--- config.mk ---
export PLATFORM = sky130hd
export DESIGN_NAME = pipeline_redirect_ctrl_flat
export DESIGN_NICKNAME = d
export VERILOG_FILES = /design/src/rtl/pipeline_redirect_ctrl_if.sv /design/src/rtl/pipeline_redirect_ctrl.sv /design/src/flat_wrapper.sv
export SDC_FILE = /design/constraint.sdc
export NUM_CORES = 1
export LEC_CHECK = 0
export ABC_AREA = 1
export BUFFER_PORTS_ARGS = -buffer_cell sky130_fd_sc_hd__buf_4
export CAP_MARGIN = 20
export CELL_PAD_IN_SITES_DETAIL_PLACEMENT = 0
export CELL_PAD_IN_SITES_GLOBAL_PLACEMENT = 1
export CORE_ASPECT_RATIO = 0.6
export CORE_MARGIN = 1
export CORE_UTILIZATION = 33
export CTS_CLUSTER_SIZE = 24
export DETAILED_ROUTE_END_ITERATION = 8
export PLACE_DENSITY_LB_ADDON = 0.1
export SLEW_MARGIN = 40
export SYNTH_ARGS = -nofsm -noshare
export SYNTH_HDL_FRONTEND = slang
export SYNTH_SLANG_ARGS = --single-unit
--- constraint.sdc ---
create_clock -name clk -period 3.35 [get_ports clk]
set_input_delay 0.335 -clock clk [delete_from_list [all_inputs] [get_ports clk]]
set_output_delay 0.335 -clock clk [all_outputs]
set_load 0.1 [all_outputs]
--- src/rtl/pipeline_redirect_ctrl_if.sv ---
// pipeline_redirect_ctrl_if: bundle between CP0/IF/pipeline and the redirect controller
//   inputs to the controller : cp0_flush, cp0_return_pc, fetch_busy, inst_data_ok,
//                              stallreq_if, stallreq_id, stallreq_mem
//   outputs of the controller: stall, flush, new_pc, new_pc_valid, discard_fetch, drain_timeout
interface pipeline_redirect_ctrl_if;
  logic        cp0_flush;
  logic [31:0] cp0_return_pc;
  logic        fetch_busy;
  logic        inst_data_ok;
  logic        stallreq_if;
  logic        stallreq_id;
  logic        stallreq_mem;
  logic [5:0]  stall;
  logic        flush;
  logic [31:0] new_pc;
  logic        new_pc_valid;
  logic        discard_fetch;
  logic        drain_timeout;
  modport master (
    output cp0_flush, cp0_return_pc, fetch_busy, inst_data_ok,
           stallreq_if, stallreq_id, stallreq_mem,
    input  stall, flush, new_pc, new_pc_valid, discard_fetch, drain_timeout
  );
  modport slave (
    input  cp0_flush, cp0_return_pc, fetch_busy, inst_data_ok,
           stallreq_if, stallreq_id, stallreq_mem,
    output stall, flush, new_pc, new_pc_valid, discard_fetch, drain_timeout
  );
endinterface

--- src/rtl/pipeline_redirect_ctrl.sv ---
// pipeline_redirect_ctrl: turns CP0 flush pulses into a pipeline flush and one clean PC redirect,
// draining any in-flight instruction fetch first, and arbitrates stage stall requests.
//   clk, rst (sync, active-low) ; bus : pipeline_redirect_ctrl_if.slave
module pipeline_redirect_ctrl #(
  parameter logic [31:0]          RESET_PC    = 32'hbfc0_0000,
  parameter int                   TIMEOUT_W   = 8,
  parameter logic [TIMEOUT_W-1:0] TIMEOUT_MAX = TIMEOUT_W'(200)
) (
  input logic                     clk,
  input logic                     rst,
  pipeline_redirect_ctrl_if.slave bus
);
  typedef enum logic [1:0] {IDLE, DRAIN, REDIRECT} state_t;
  state_t               state;
  logic                 flush, new_pc_valid, discard_fetch, drain_timeout;
  logic [31:0]          new_pc;
  logic [TIMEOUT_W-1:0] cnt, cnt_nx;
  logic [5:0]           stall;
  assign cnt_nx = (cnt == TIMEOUT_MAX) ? cnt : cnt + 1'b1;
  always_ff @(posedge clk) begin
    if (!rst) begin
      state         <= IDLE;
      flush         <= 1'b0;
      new_pc_valid  <= 1'b0;
      discard_fetch <= 1'b0;
      drain_timeout <= 1'b0;
      new_pc        <= RESET_PC;
      cnt           <= '0;
    end else begin
      flush <= bus.cp0_flush;
      if (bus.cp0_flush) new_pc <= bus.cp0_return_pc;
      cnt <= (state == DRAIN) ? cnt_nx : '0;
      if (state == DRAIN && cnt_nx == TIMEOUT_MAX) drain_timeout <= 1'b1;
      case (state)
        DRAIN: begin
          // a flush landing here only retargets new_pc; the pending response still has to drain
          state         <= bus.inst_data_ok ? REDIRECT : DRAIN;
          new_pc_valid  <= bus.inst_data_ok;
          discard_fetch <= !bus.inst_data_ok;
        end
        default: begin
          // IDLE and REDIRECT react identically to a new flush
          state         <= (bus.cp0_flush && bus.fetch_busy) ? DRAIN : IDLE;
          new_pc_valid  <= bus.cp0_flush && !bus.fetch_busy;
          discard_fetch <= bus.cp0_flush && bus.fetch_busy;
        end
      endcase
    end
  end
  always_comb
    stall = !rst                          ? 6'b000000 :
            (flush || state == REDIRECT)  ? 6'b000000 :
            (state == DRAIN)              ? 6'b000011 :
            bus.stallreq_mem              ? 6'b011111 :
            bus.stallreq_id               ? 6'b000111 :
            bus.stallreq_if               ? 6'b000011 : 6'b000000;
  assign bus.stall         = stall;
  assign bus.flush         = flush;
  assign bus.new_pc        = new_pc;
  assign bus.new_pc_valid  = new_pc_valid;
  assign bus.discard_fetch = discard_fetch;
  assign bus.drain_timeout = drain_timeout;
endmodule
--- src/flat_wrapper.sv ---
// flat-port wrapper written by rule: the top's interface ports become plain ports
module pipeline_redirect_ctrl_flat 
#(
  parameter logic [31:0]          RESET_PC    = 32'hbfc0_0000,
  parameter int                   TIMEOUT_W   = 8,
  parameter logic [TIMEOUT_W-1:0] TIMEOUT_MAX = TIMEOUT_W'(200)
)
  (clk, rst, bus_cp0_flush, bus_cp0_return_pc, bus_fetch_busy, bus_inst_data_ok, bus_stallreq_if, bus_stallreq_id, bus_stallreq_mem, bus_stall, bus_flush, bus_new_pc, bus_new_pc_valid, bus_discard_fetch, bus_drain_timeout);
  pipeline_redirect_ctrl_if bus_i ();
  input logic clk;
  input logic rst;
  input wire logic [$bits(bus_i.cp0_flush)-1:0] bus_cp0_flush;
  input wire logic [$bits(bus_i.cp0_return_pc)-1:0] bus_cp0_return_pc;
  input wire logic [$bits(bus_i.fetch_busy)-1:0] bus_fetch_busy;
  input wire logic [$bits(bus_i.inst_data_ok)-1:0] bus_inst_data_ok;
  input wire logic [$bits(bus_i.stallreq_if)-1:0] bus_stallreq_if;
  input wire logic [$bits(bus_i.stallreq_id)-1:0] bus_stallreq_id;
  input wire logic [$bits(bus_i.stallreq_mem)-1:0] bus_stallreq_mem;
  output wire logic [$bits(bus_i.stall)-1:0] bus_stall;
  output wire logic [$bits(bus_i.flush)-1:0] bus_flush;
  output wire logic [$bits(bus_i.new_pc)-1:0] bus_new_pc;
  output wire logic [$bits(bus_i.new_pc_valid)-1:0] bus_new_pc_valid;
  output wire logic [$bits(bus_i.discard_fetch)-1:0] bus_discard_fetch;
  output wire logic [$bits(bus_i.drain_timeout)-1:0] bus_drain_timeout;
  assign bus_i.cp0_flush = bus_cp0_flush;
  assign bus_i.cp0_return_pc = bus_cp0_return_pc;
  assign bus_i.fetch_busy = bus_fetch_busy;
  assign bus_i.inst_data_ok = bus_inst_data_ok;
  assign bus_i.stallreq_if = bus_stallreq_if;
  assign bus_i.stallreq_id = bus_stallreq_id;
  assign bus_i.stallreq_mem = bus_stallreq_mem;
  assign bus_stall = bus_i.stall;
  assign bus_flush = bus_i.flush;
  assign bus_new_pc = bus_i.new_pc;
  assign bus_new_pc_valid = bus_i.new_pc_valid;
  assign bus_discard_fetch = bus_i.discard_fetch;
  assign bus_drain_timeout = bus_i.drain_timeout;
  pipeline_redirect_ctrl #(.RESET_PC(RESET_PC), .TIMEOUT_W(TIMEOUT_W), .TIMEOUT_MAX(TIMEOUT_MAX)) u_core (.clk(clk), .rst(rst), .bus(bus_i));
endmodule
==> impl_summary.txt, run 1 <==
----------------------------------------------------
[Finish]
  Final Cell Area ... 2520 µm²
  Leading cell type in the layout, fill and taps excluded ... sky130_fd_sc_hd__buf_4
  Number of inserted diodes ... 0
  Utilization after layout ... 49.4%
  Share of final-layout standard cells stronger than drive strength 1 ... 29.8%
  Number of filler instances in the final layout ... between 500 and 600
  Multi-input gate area ... 726 µm²
  Area growth from synthesis to final layout ... 43.1%
  Net count of the finished layout ... 356
  Storage cell area ... 901 µm²
  Most frequent cells in the layout ... 80 x sky130_fd_sc_hd__buf_4, 63 x sky130_fd_sc_hd__nor2_1, 45 x sky130_fd_sc_hd__dfxtp_1

[Placed design]
  Placement Cell Area ... between 2000 and 2500 µm²
  Placer Congestion ... between 0.7 and 0.8
  Number of buffers added on ports ... 80
  Setup slack at placement ... around 1400 ps
  Detailed placement HPWL ... around 3100 µm

[Global routing]
  Wire length of the first global-routing pass ... 6740 µm
  Met1 demand-to-capacity share in global routing ... 22.0%
  Peak-usage layer in the global routing report ... met2
  Overflow after GRT ... 0
  Antenna violations before repair ... 0
  Met3 track demand over resource ... 6.46%
  Vias in the first global route ... 1,459
  Global-route usage over all layers ... 16.2%
  Met2 track demand over resource ... 22.7%
  Largest net degree at the start of global routing ... 36

[Floorplan]
  Overall die area ... 5650 µm²
  Die Y ... 58.6 µm
  Starting density of the core ... 34.5%
  Floorplan die width ... 96.4 µm
  Number of rows in the core area ... 20
  Core area ... 5100 µm²
  Top-level port count ... 82

[Timing]
  Crit share post-route ... 56.7%
  Final number of setup-violating endpoints ... 0
  Worst-Margin Slew ... roughly 530 ps
  Worst max-slew margin expressed relative to the limit ... ~64%
  Setup TNS ... 0 ps
  Number of max-slew violations in the final report ... 0
  Worst clock skew on the final layout ... 2.30 ps
  Hold Vio Cnt, Final ... 0
  RSZ-0062 raised after global routing ... no
  Min Clock Period, post-route ... ~1900 ps
  Final worst slack ... 1450 ps
  Fmax achieved ... 0.526 GHz

[Critical path]
  Type of origin of the critical path ... input port
  Endpoint of the worst register-to-register path ... u_core.bus.drain_timeout
  Flop-to-flop setup slack ... 1910 ps
  Worst path slowest cell ... sky130_fd_sc_hd__buf_4
  Delay of the slowest critical-path stage ... just under 300 ps
  Required time at the worst-slack endpoint ... 3010 ps
  CP Capture Type ... primary output
  Launch point of the worst reg-to-reg path ... u_core.cnt[0]
  Crit Path Max Fanout ... 35
  Worst-path cell chain ... buf_4 > inv_1 > nor2_1 > o21ai_0 > a31o_2 > inv_1 > buf_4
  Path depth of the worst reg2reg path ... 9
  Critical path type ... input port to primary output
  Worst Path Arrival ... 1570 ps

[Run status]
  Outcome ... completed

[Clocking]
  Hold buffers post-CTS ... 0
  # resized after CTS ... 0
  Number of buffers created by CTS ... 5
  Level count of the clock H-tree ... 2
  Reg clk slew, reported paths ... 80 ps
  Worst-case clock buffer depth ... 2
  Clock tree from TritonCTS ... built
  Post-CTS Setup Bufs ... 0
  Library cell used as clock root buffer ... sky130_fd_sc_hd__clkbuf_8
  Total number of clock tree sinks ... 45
  Clock latency of the later-clocked register in the worst-skew pair ... 300 ps

[Detailed routing]
  Wire per inst ... between 10 and 15 µm
  Number of iterations in the first detailed-routing pass ... 4
  Remaining antenna violation count ... 0
  Detailed Route WL ... 4410 µm
  Via count ... 1,706
  Violation count after the first detailed-route iteration ... 28
  DR vias/cell ... 4.48
  Total DRC errors in the routed layout ... 0

[Synth]
  Number of warnings reported in the yosys synthesis log ... 0
  Netlist area before placement ... 1760 µm²
  Unique masters post-synth ... 22
  Fraction of registers with async set or reset after synthesis ... 0%
  Sequential area share after synthesis ... around 50%
  Net count of the mapped netlist ... 283
  Predominant post-synthesis flop cell ... sky130_fd_sc_hd__dfxtp_1
  Number of register bits inferred by synthesis ... 45
  Average cell area after synthesis ... 7.32 µm²
  Post-synthesis instance total ... 241
  Number of flops mapped to enable cells by yosys ... 0

[Hold path]
  Number of stages on the worst hold path ... 2
  Path category of the worst min-delay check ... input port to flop
  Startpoint of the most critical hold path ... bus_inst_data_ok
  End point of the worst hold path ... u_core.bus.discard_fetch

[Pwr]
  Cell leakage power ... 0.00123 µW
  Post-layout power ... 1480 µW
  Maximum vdd drop ... 0.253 mV
  Total power divided by cell area ... 586 nW/µm²

[Job]
  Maximum capacitance violations ... 0

----------------------------------------------------
-- cells in the mapped netlist, types with 2 or more instances --
cell type,count,share of area (%)
sky130_fd_sc_hd__a21oi_1,2,0.57
sky130_fd_sc_hd__buf_4,3,1.3
sky130_fd_sc_hd__nand2_1,43,9.2
sky130_fd_sc_hd__nand3_1,13,3.7
sky130_fd_sc_hd__o21ai_0,27,7.7
sky130_fd_sc_hd__clkbuf_1,9,1.9
sky130_fd_sc_hd__buf_2,2,0.57
sky130_fd_sc_hd__nand4_1,2,0.71
sky130_fd_sc_hd__dfxtp_1,45,51
sky130_fd_sc_hd__ha_1,2,1.4
sky130_fd_sc_hd__inv_1,20,4.3
sky130_fd_sc_hd__nor2_1,63,13
-- layer usage --
layer | up-vias | wire length [µm]
li1 | 896 | -
met1 | 748 | 2230
met2 | 54 | 1730
met3 | 8 | 382
met4 | 0 | 66
met5 | - | 0
-- report_power, final --
part / total, µW / internal, µW / switching (µW) / leakage (µW)
sequential: 581 / 565 / 16.1 / 0.000372
clock: 494 / 300 / 193 / 0.0000687
combinational: 403 / 90.6 / 313 / 0.000786
-- area by class of cell --
class | instances | area share, %
sequential | 45 | 35.7
clock buffer | 5 | 2.73
inverter | 20 | 2.98
multi-input combinational | 162 | 28.8
tap | 66 | 3.27
timing repair buffer | 80 | 23.8
clock inverter | 3 | 2.73
-- sequential cells by signal, summed over array words and instances (netlist names) --
signal and flops:
u_core.state 1, u_core.bus.discard_fetch 1, u_core.bus.flush 1, u_core.bus.new_pc 32, u_core.bus.drain_timeout 1, u_core.cnt 8
u_core.bus.new_pc_valid 1
-- stage by stage --
step | hold slack [ps] | instances
floorplan | 452 | 241
global placement | 442 | 373
detailed placement | 445 | 373
CTS | 228 | 381
global route | 224 | 381
finish | 240 | 381
-- how the worst max path moves through the flow --
stage | start | to | cells past startpoint
after CTS | rst | bus_stall[1] | 7
after global routing | rst | bus_stall[0] | 7
after detailed placement | rst | bus_stall[1] | 7
after floorplan | u_core.bus.discard_fetch | bus_stall[4] | 3
final | rst | bus_stall[1] | 7
after global placement | rst | bus_stall[1] | 7
-- worst max-delay path: cells and delay by family --
family	cells	cell delay, ps
AND/OR/NAND/NOR	1	90
buffers and inverters	4	740
AO/OA/AOI/OAI	2	400
-- cells by family after synthesis --
family	count (synthesis)	synth area share, %
other	1	0.213
xor gates and xnor gates	1	0.497
buffers and inverters	34	8.02
adders and majority gates	2	1.42
DFF	45	51.1
AOI/OAI and AO/OA	33	10.1
and+or+nand+nor	125	28.6
(Power assumes the default switching activity.)
==> run 2, diff against run 1 <==
--- a/config.mk
+++ b/config.mk
@@ -12,7 +12,7 @@
 export CELL_PAD_IN_SITES_GLOBAL_PLACEMENT = 1
 export CORE_ASPECT_RATIO = 0.6
 export CORE_MARGIN = 1
-export CORE_UTILIZATION = 33
+export CORE_UTILIZATION = 31
 export CTS_CLUSTER_SIZE = 24
 export DETAILED_ROUTE_END_ITERATION = 8
 export PLACE_DENSITY_LB_ADDON = 0.1
==> constraint.sdc (replaced) <==
create_clock -name clk -period 1.8 [get_ports clk]
set_input_delay 0.18 -clock clk [delete_from_list [all_inputs] [get_ports clk]]
set_output_delay 0.18 -clock clk [all_outputs]
set_load 0.1 [all_outputs]
==> run 2 against run 1 <==
Flip-flop and latch count unchanged. Critical path depth down 2. Clock skew up 6.2 ps. Non-clock buffer count up 3. Wire length down 1.7%. Sequential power up 86%. Critical path type is now flop to primary output. Largest cell class unchanged. Largest power group unchanged.
==> impl_summary.txt, run 2 (synthesis gave the netlist of run 1 again) <==
----------------------------------------------------
[Detailed routing]
  Number of iterations in the first detailed-routing pass ... 4
  Via count ... 1,709
  Remaining antenna violation count ... 0
  Met2 WL ... 1770 µm
  Total DRC errors in the routed layout ... 0
  Violation count after the first detailed-route iteration ... 22
  Detailed Route WL ... 4330 µm
  DR vias/cell ... 4.45
  Routed length on met3 ... 402 µm
  Met1 wire length ... 2150 µm
  Highest layer used for signal routing ... met4
  Wire per inst ... 11.3 µm

[Timing]
  Worst clock skew on the final layout ... approximately 8.5 ps
  Crit share post-route ... 88.0%
  Final number of setup-violating endpoints ... 0
  Fmax achieved ... 0.631 GHz
  Hold Vio Cnt, Final ... 0
  RSZ-0062 raised after global routing ... no
  Number of max-slew violations in the final report ... 0
  Min Clock Period, post-route ... 1580 ps

[Hold path]
  Path category of the worst min-delay check ... input port to flop
  End point of the worst hold path ... u_core.bus.discard_fetch
  Startpoint of the most critical hold path ... bus_inst_data_ok
  Number of stages on the worst hold path ... 2

[Critical path]
  Crit Path Max Fanout ... 3
  Worst-path cell chain ... nor2_4 > o21ai_4 > a31o_2 > clkinvlp_4 > buf_4
  Required time at the worst-slack endpoint ... 1620 ps
  Worst Path Arrival ... 1400 ps
  Launch point of the worst reg-to-reg path ... u_core.cnt[0]
  Delay of the slowest critical-path stage ... about 360 ps
  Flop-to-flop setup slack ... 350 ps
  Endpoint of the worst register-to-register path ... u_core.bus.drain_timeout
  Worst path slowest cell ... sky130_fd_sc_hd__dfxtp_4
  CP Capture Type ... primary output
  Type of origin of the critical path ... flop
  Critical path type ... flop to primary output
  Kind of cell with the highest combined delay on the critical path ... flip-flops
  Worst Path Buf+Inv ... 2
  Path depth of the worst reg2reg path ... 9

[Global routing]
  Largest net degree at the start of global routing ... 35
  Antenna violations before repair ... 0
  Overflow after GRT ... 0
  Global-route usage over all layers ... between 15 and 20%
  Wire length of the first global-routing pass ... around 7000 µm
  Vias in the first global route ... 1,568

[Finish]
  Most frequent cells in the layout ... 83 x sky130_fd_sc_hd__buf_4, 61 x sky130_fd_sc_hd__nor2_1, 43 x sky130_fd_sc_hd__dfxtp_1
  Net count of the finished layout ... 359
  Most flop-heavy register ... u_core.bus.new_pc
  Registers with the most flip-flops ... u_core.bus.new_pc: 32 flops, u_core.cnt: 8 flops
  Max reg flops ... 32
  Share of final-layout standard cells stronger than drive strength 1 ... 31.4%
  Non-filler cells, final ... 384
  Multi-input gate area ... 756 µm²
  Number of filler instances in the final layout ... 558
  Leading cell type in the layout, fill and taps excluded ... sky130_fd_sc_hd__buf_4
  Storage cell area ... 908 µm²
  Area growth from synthesis to final layout ... 43.4%
  Number of inserted diodes ... 0

[Floorplan]
  Overall die area ... ~6000 µm²
  Floorplan die width ... around 100 µm
  Starting density of the core ... between 30% and 40%
  Core area ... between 5000 and 6000 µm²
  Number of rows in the core area ... 20
  Top-level port count ... 82
  Die Y ... 60.4 µm

[Run status]
  Outcome ... completed

[Clocking]
  Clock latency of the later-clocked register in the worst-skew pair ... 290 ps
  Reg clk slew, reported paths ... ~80 ps
  Total number of clock tree sinks ... between 40 and 50
  # resized after CTS ... 0
  Post-CTS Setup Bufs ... 0
  Worst-case clock buffer depth ... 2
  Library cell used as clock root buffer ... sky130_fd_sc_hd__clkbuf_8
  Number of buffers created by CTS ... 5
  Hold buffers post-CTS ... 0
  Level count of the clock H-tree ... 2
  Clock tree from TritonCTS ... built

[Placed design]
  Detailed placement HPWL ... 3150 µm
  Placed Cells incl. Taps ... between 300 and 400
  Number of buffers added on ports ... 80
  Placer Congestion ... 0.733

[Pwr]
  Total power divided by cell area ... approximately 970 nW/µm²
  Post-layout power ... 2450 µW
  Cell leakage power ... between 0.001 and 0.0015 µW
  Maximum vdd drop ... ~0.37 mV

[Job]
  Maximum capacitance violations ... 0

----------------------------------------------------
run 2: cell count changes in the layout (fill, tap and decap cells not counted), sizes merged:
| cell | delta |
|---|---|
| clkbuf | +3 |
| inv | -2 |
| bufinv | -2 |
| buf | +3 |
| clkinvlp | +1 |
run 2: through the flow:
| step | utilization, % | setup slack [ps] | setup TNS, ps | area, µm² | hold slack [ps] |
|---|---|---|---|---|---|
| floorplan | - | -170 | -170 | 1830 | 286 |
| global placement | 46.6 | 414 | 0 | 2450 | 389 |
| detailed placement | 46.6 | 385 | 0 | 2450 | 387 |
| CTS | 48.1 | 197 | 0 | 2530 | 68.6 |
| global route | 48.1 | 156 | 0 | 2530 | 69.4 |
| finish | 48.1 | 215 | 0 | 2530 | 84.6 |
run 2: how the worst max path moves through the flow:
stage | startpoint | end | slack (ps) | cells after the start
final | u_core.bus.flush | bus_stall[0] | 220 | 5
after global routing | u_core.bus.flush | bus_stall[0] | 160 | 5
after CTS | u_core.bus.flush | bus_stall[0] | 200 | 5
after detailed placement | u_core.cnt[0] | u_core.bus.drain_timeout | 380 | 9
after global placement | u_core.cnt[0] | u_core.bus.drain_timeout | 410 | 9
after floorplan | u_core.bus.flush | bus_stall[4] | -170 | 4
run 2: area by class of cell:
type | count | share of cell area, %
Timing Repair Buffer | 83 | 24.6
Clock buffer | 8 | 3.17
Tap cell | 66 | 3.27
Multi-Input combinational cell | 162 | 29.9
Inverter | 20 | 3.12
Sequential cell | 45 | 35.9
run 2: per-layer routing:
metal  track usage [%]  vias up
li1                  -      901
met1              18.8      756
met2              23.7       50
met3              7.49        2
met4              4.41        0
met5                 0        -
run 2: worst reg2reg max path, cell delays in order (launching register included):
cell and delay (ps):
sky130_fd_sc_hd__dfxtp_1 420, sky130_fd_sc_hd__ha_1 240, sky130_fd_sc_hd__nand3_1 140, sky130_fd_sc_hd__nand2_1 90, sky130_fd_sc_hd__nand2_1 50, sky130_fd_sc_hd__inv_1 60
sky130_fd_sc_hd__nand3_1 70, sky130_fd_sc_hd__nor2_1 140, sky130_fd_sc_hd__nand2_1 80, sky130_fd_sc_hd__a21oi_2 100
run 2: report_power, final:
part	total [µW]	leakage, µW	switching, µW	internal, µW
clock	601	0.0000395	324	276
sequential	1080	0.000373	30.7	1050
combinational	764	0.000798	587	177
==> run 3, diff against run 2 <==
--- a/config.mk
+++ b/config.mk
@@ -10,7 +10,7 @@
 export CAP_MARGIN = 20
 export CELL_PAD_IN_SITES_DETAIL_PLACEMENT = 0
 export CELL_PAD_IN_SITES_GLOBAL_PLACEMENT = 1
-export CORE_ASPECT_RATIO = 0.6
+export CORE_ASPECT_RATIO = 1.4
 export CORE_MARGIN = 1
 export CORE_UTILIZATION = 31
 export CTS_CLUSTER_SIZE = 24
==> run 3 against run 2 <==
Non-clock buffer count stayed put. Sequential power about the same. Hold slack better by 5.0 ps. Global-route usage grew 0.86 points. Wire length increased by 1.1%. Via count increased by 0.23%. Count of clock-buffer cells in the layout down 1. Total power increased by 0.60%. Combinational power barely moved. Setup slack better by 4.6 ps. Clock power rose by 2%. Fmax up 0.29%. Critical path type unchanged.
==> impl_summary.txt, run 3 (synthesis gave the netlist of run 1 again) <==
----------------------------------------------------
[Clocking]
  Post-CTS Setup Bufs ... 0
  Library cell used as clock root buffer ... sky130_fd_sc_hd__clkbuf_8
  Total number of clock tree sinks ... 45
  Hold buffers post-CTS ... 0
  Reg clk slew, reported paths ... 70 ps
  Clock latency of the later-clocked register in the worst-skew pair ... 290 ps
  Level count of the clock H-tree ... 2
  Clock tree from TritonCTS ... built
  Worst-case clock buffer depth ... 2
  # resized after CTS ... 0
  Number of buffers created by CTS ... 5

[Placed design]
  Detailed placement HPWL ... 3200 µm
  Number of buffers added on ports ... 80
  Placer Congestion ... 0.695

[Critical path]
  Worst setup path end ... bus_stall[1]
  Crit Path Max Fanout ... 3
  Type of origin of the critical path ... flop
  Launch point of the critical path ... u_core.bus.flush
  Worst-path cell chain ... nor2_4 > o21ai_4 > a31o_2 > clkinvlp_4 > buf_4
  Required time at the worst-slack endpoint ... 1620 ps
  Flop-to-flop setup slack ... 430 ps
  Launch point of the worst reg-to-reg path ... u_core.cnt[0]
  Delay of the slowest critical-path stage ... 350 ps
  Worst Path Arrival ... 1400 ps
  Critical path type ... flop to primary output
  Path depth of the worst reg2reg path ... 8
  Worst path slowest cell ... sky130_fd_sc_hd__dfxtp_4
  Endpoint of the worst register-to-register path ... u_core.bus.drain_timeout
  CP Capture Type ... primary output

[Detailed routing]
  Number of iterations in the first detailed-routing pass ... 4
  Detailed Route WL ... ~4400 µm
  Total DRC errors in the routed layout ... 0
  DR vias/cell ... ~4.4
  Violation count after the first detailed-route iteration ... 36
  Remaining antenna violation count ... 0
  Wire per inst ... 11.4 µm
  Via count ... 1,713

[Timing]
  RSZ-0062 raised after global routing ... no
  Hold Vio Cnt, Final ... 0
  Min Clock Period, post-route ... roughly 1600 ps
  Number of max-slew violations in the final report ... 0
  Final number of setup-violating endpoints ... 0
  Fmax achieved ... between 0.6 and 0.7 GHz
  Crit share post-route ... 87.8%
  Worst clock skew on the final layout ... roughly 4.8 ps
  Fin Hold WS ... 89.6 ps

[Finish]
  Max reg flops ... 32
  Area growth from synthesis to final layout ... 43.9%
  Number of filler instances in the final layout ... roughly 570
  Registers with the most flip-flops ... u_core.bus.new_pc: 32 flops, u_core.cnt: 8 flops
  Net count of the finished layout ... 359
  Leading cell type in the layout, fill and taps excluded ... sky130_fd_sc_hd__buf_4
  Most frequent cells in the layout ... 83 x sky130_fd_sc_hd__buf_4, 61 x sky130_fd_sc_hd__nor2_1, 43 x sky130_fd_sc_hd__dfxtp_1
  Number of inserted diodes ... 0
  Most flop-heavy register ... u_core.bus.new_pc
  Share of final-layout standard cells stronger than drive strength 1 ... 31.9%

[Floorplan]
  Floorplan die width ... 65.7 µm
  Top-level port count ... 82
  Core area ... 5490 µm²
  Starting density of the core ... 32.1%
  Number of rows in the core area ... 32
  Die Y ... 91.2 µm
  Overall die area ... 6000 µm²

[Pwr]
  Cell leakage power ... 0.00122 µW
  Switching part of the total power ... 37.7%
  Comb pwr share ... 31.1%
  Internal Power ... 1530 µW
  Maximum vdd drop ... 0.464 mV
  Share of power burned in the clock network ... 24.9%
  Post-layout power ... 2460 µW
  Total power divided by cell area ... 970 nW/µm²
  Net switching component of the power ... 929 µW
  Part of the total power dissipated in sequential elements ... 43.9%

[Global routing]
  Largest net degree at the start of global routing ... 35
  Met2 track demand over resource ... 27.9%
  Overflow after GRT ... 0
  Global-route usage over all layers ... 16.0%
  Met1 demand-to-capacity share in global routing ... 17.8%
  Wire length of the first global-routing pass ... approximately 7300 µm
  Met3 track demand over resource ... 4.27%
  Antenna violations before repair ... 0
  Vias in the first global route ... 1,660
  Peak-usage layer in the global routing report ... met2

[Job]
  Maximum capacitance violations ... 0

[Run status]
  Outcome ... completed

[Hold path]
  Path category of the worst min-delay check ... input port to flop

----------------------------------------------------
## run 3: changes by cell type in the layout (fill, tap and decap cells not counted), sizes merged
cell / before / now
clkbuf: 8 / 7
## run 3: worst min path at each step
stage	startpoint	end	slack, ps	cells after the start
6_report	bus_inst_data_ok	u_core.bus.discard_fetch	90	2
4_1_cts	bus_inst_data_ok	u_core.bus.discard_fetch	80	2
3_3_place_gp	bus_inst_data_ok	u_core.bus.discard_fetch	380	2
3_5_place_dp	bus_inst_data_ok	u_core.bus.discard_fetch	390	2
5_1_grt	bus_inst_data_ok	u_core.bus.discard_fetch	80	2
2_1_floorplan	bus_inst_data_ok	u_core.bus.discard_fetch	290	1
## run 3: area by class of cell
cell class	count	area (µm²)	share of cell area (%)
sequential	45	908	35.8
multi-input combinational	162	756	29.8
timing repair buffer	83	623	24.6
inverter	20	78.8	3.11
tap	68	85.1	3.35
clock buffer	7	86.3	3.40
## run 3: power groups by stage
stage / Clock, µW / Sequential [µW] / Combinational (µW)
3_3_place_gp: 0 / 1100 / 771
5_1_grt: 686 / 1090 / 803
6_report: 614 / 1080 / 767
2_1_floorplan: 0 / 1490 / 197
3_5_place_dp: 0 / 1100 / 773
4_1_cts: 645 / 1080 / 774
## run 3: metal layers
metal / wire, µm / up-vias
met2: 2210 / 40
met3: 217 / 6
met5: 0 / -
met1: 1870 / 767
met4: 76 / 0
li1: - / 900
## run 3: through the flow
step / setup slack, ps / utilization [%] / setup TNS (ps) / instance area [µm²] / cells
after global placement: 439 / 44.7 / 0 / 2450 / 378
final: 220 / 46.3 / 0 / 2540 / 385
after detailed placement: 431 / 44.7 / 0 / 2450 / 378
after CTS: 195 / 46.3 / 0 / 2540 / 385
after global routing: 156 / 46.3 / 0 / 2540 / 385
after floorplan: -170 / - / -170 / 1830 / 241
## run 3: critical path: cells and delay by family, from the launching register on
kind | cells | cell delay (ps)
buffers and inverters | 2 | 350
AOI/OAI and AO/OA | 2 | 320
and+or+nand+nor | 1 | 90
DFF | 1 | 350
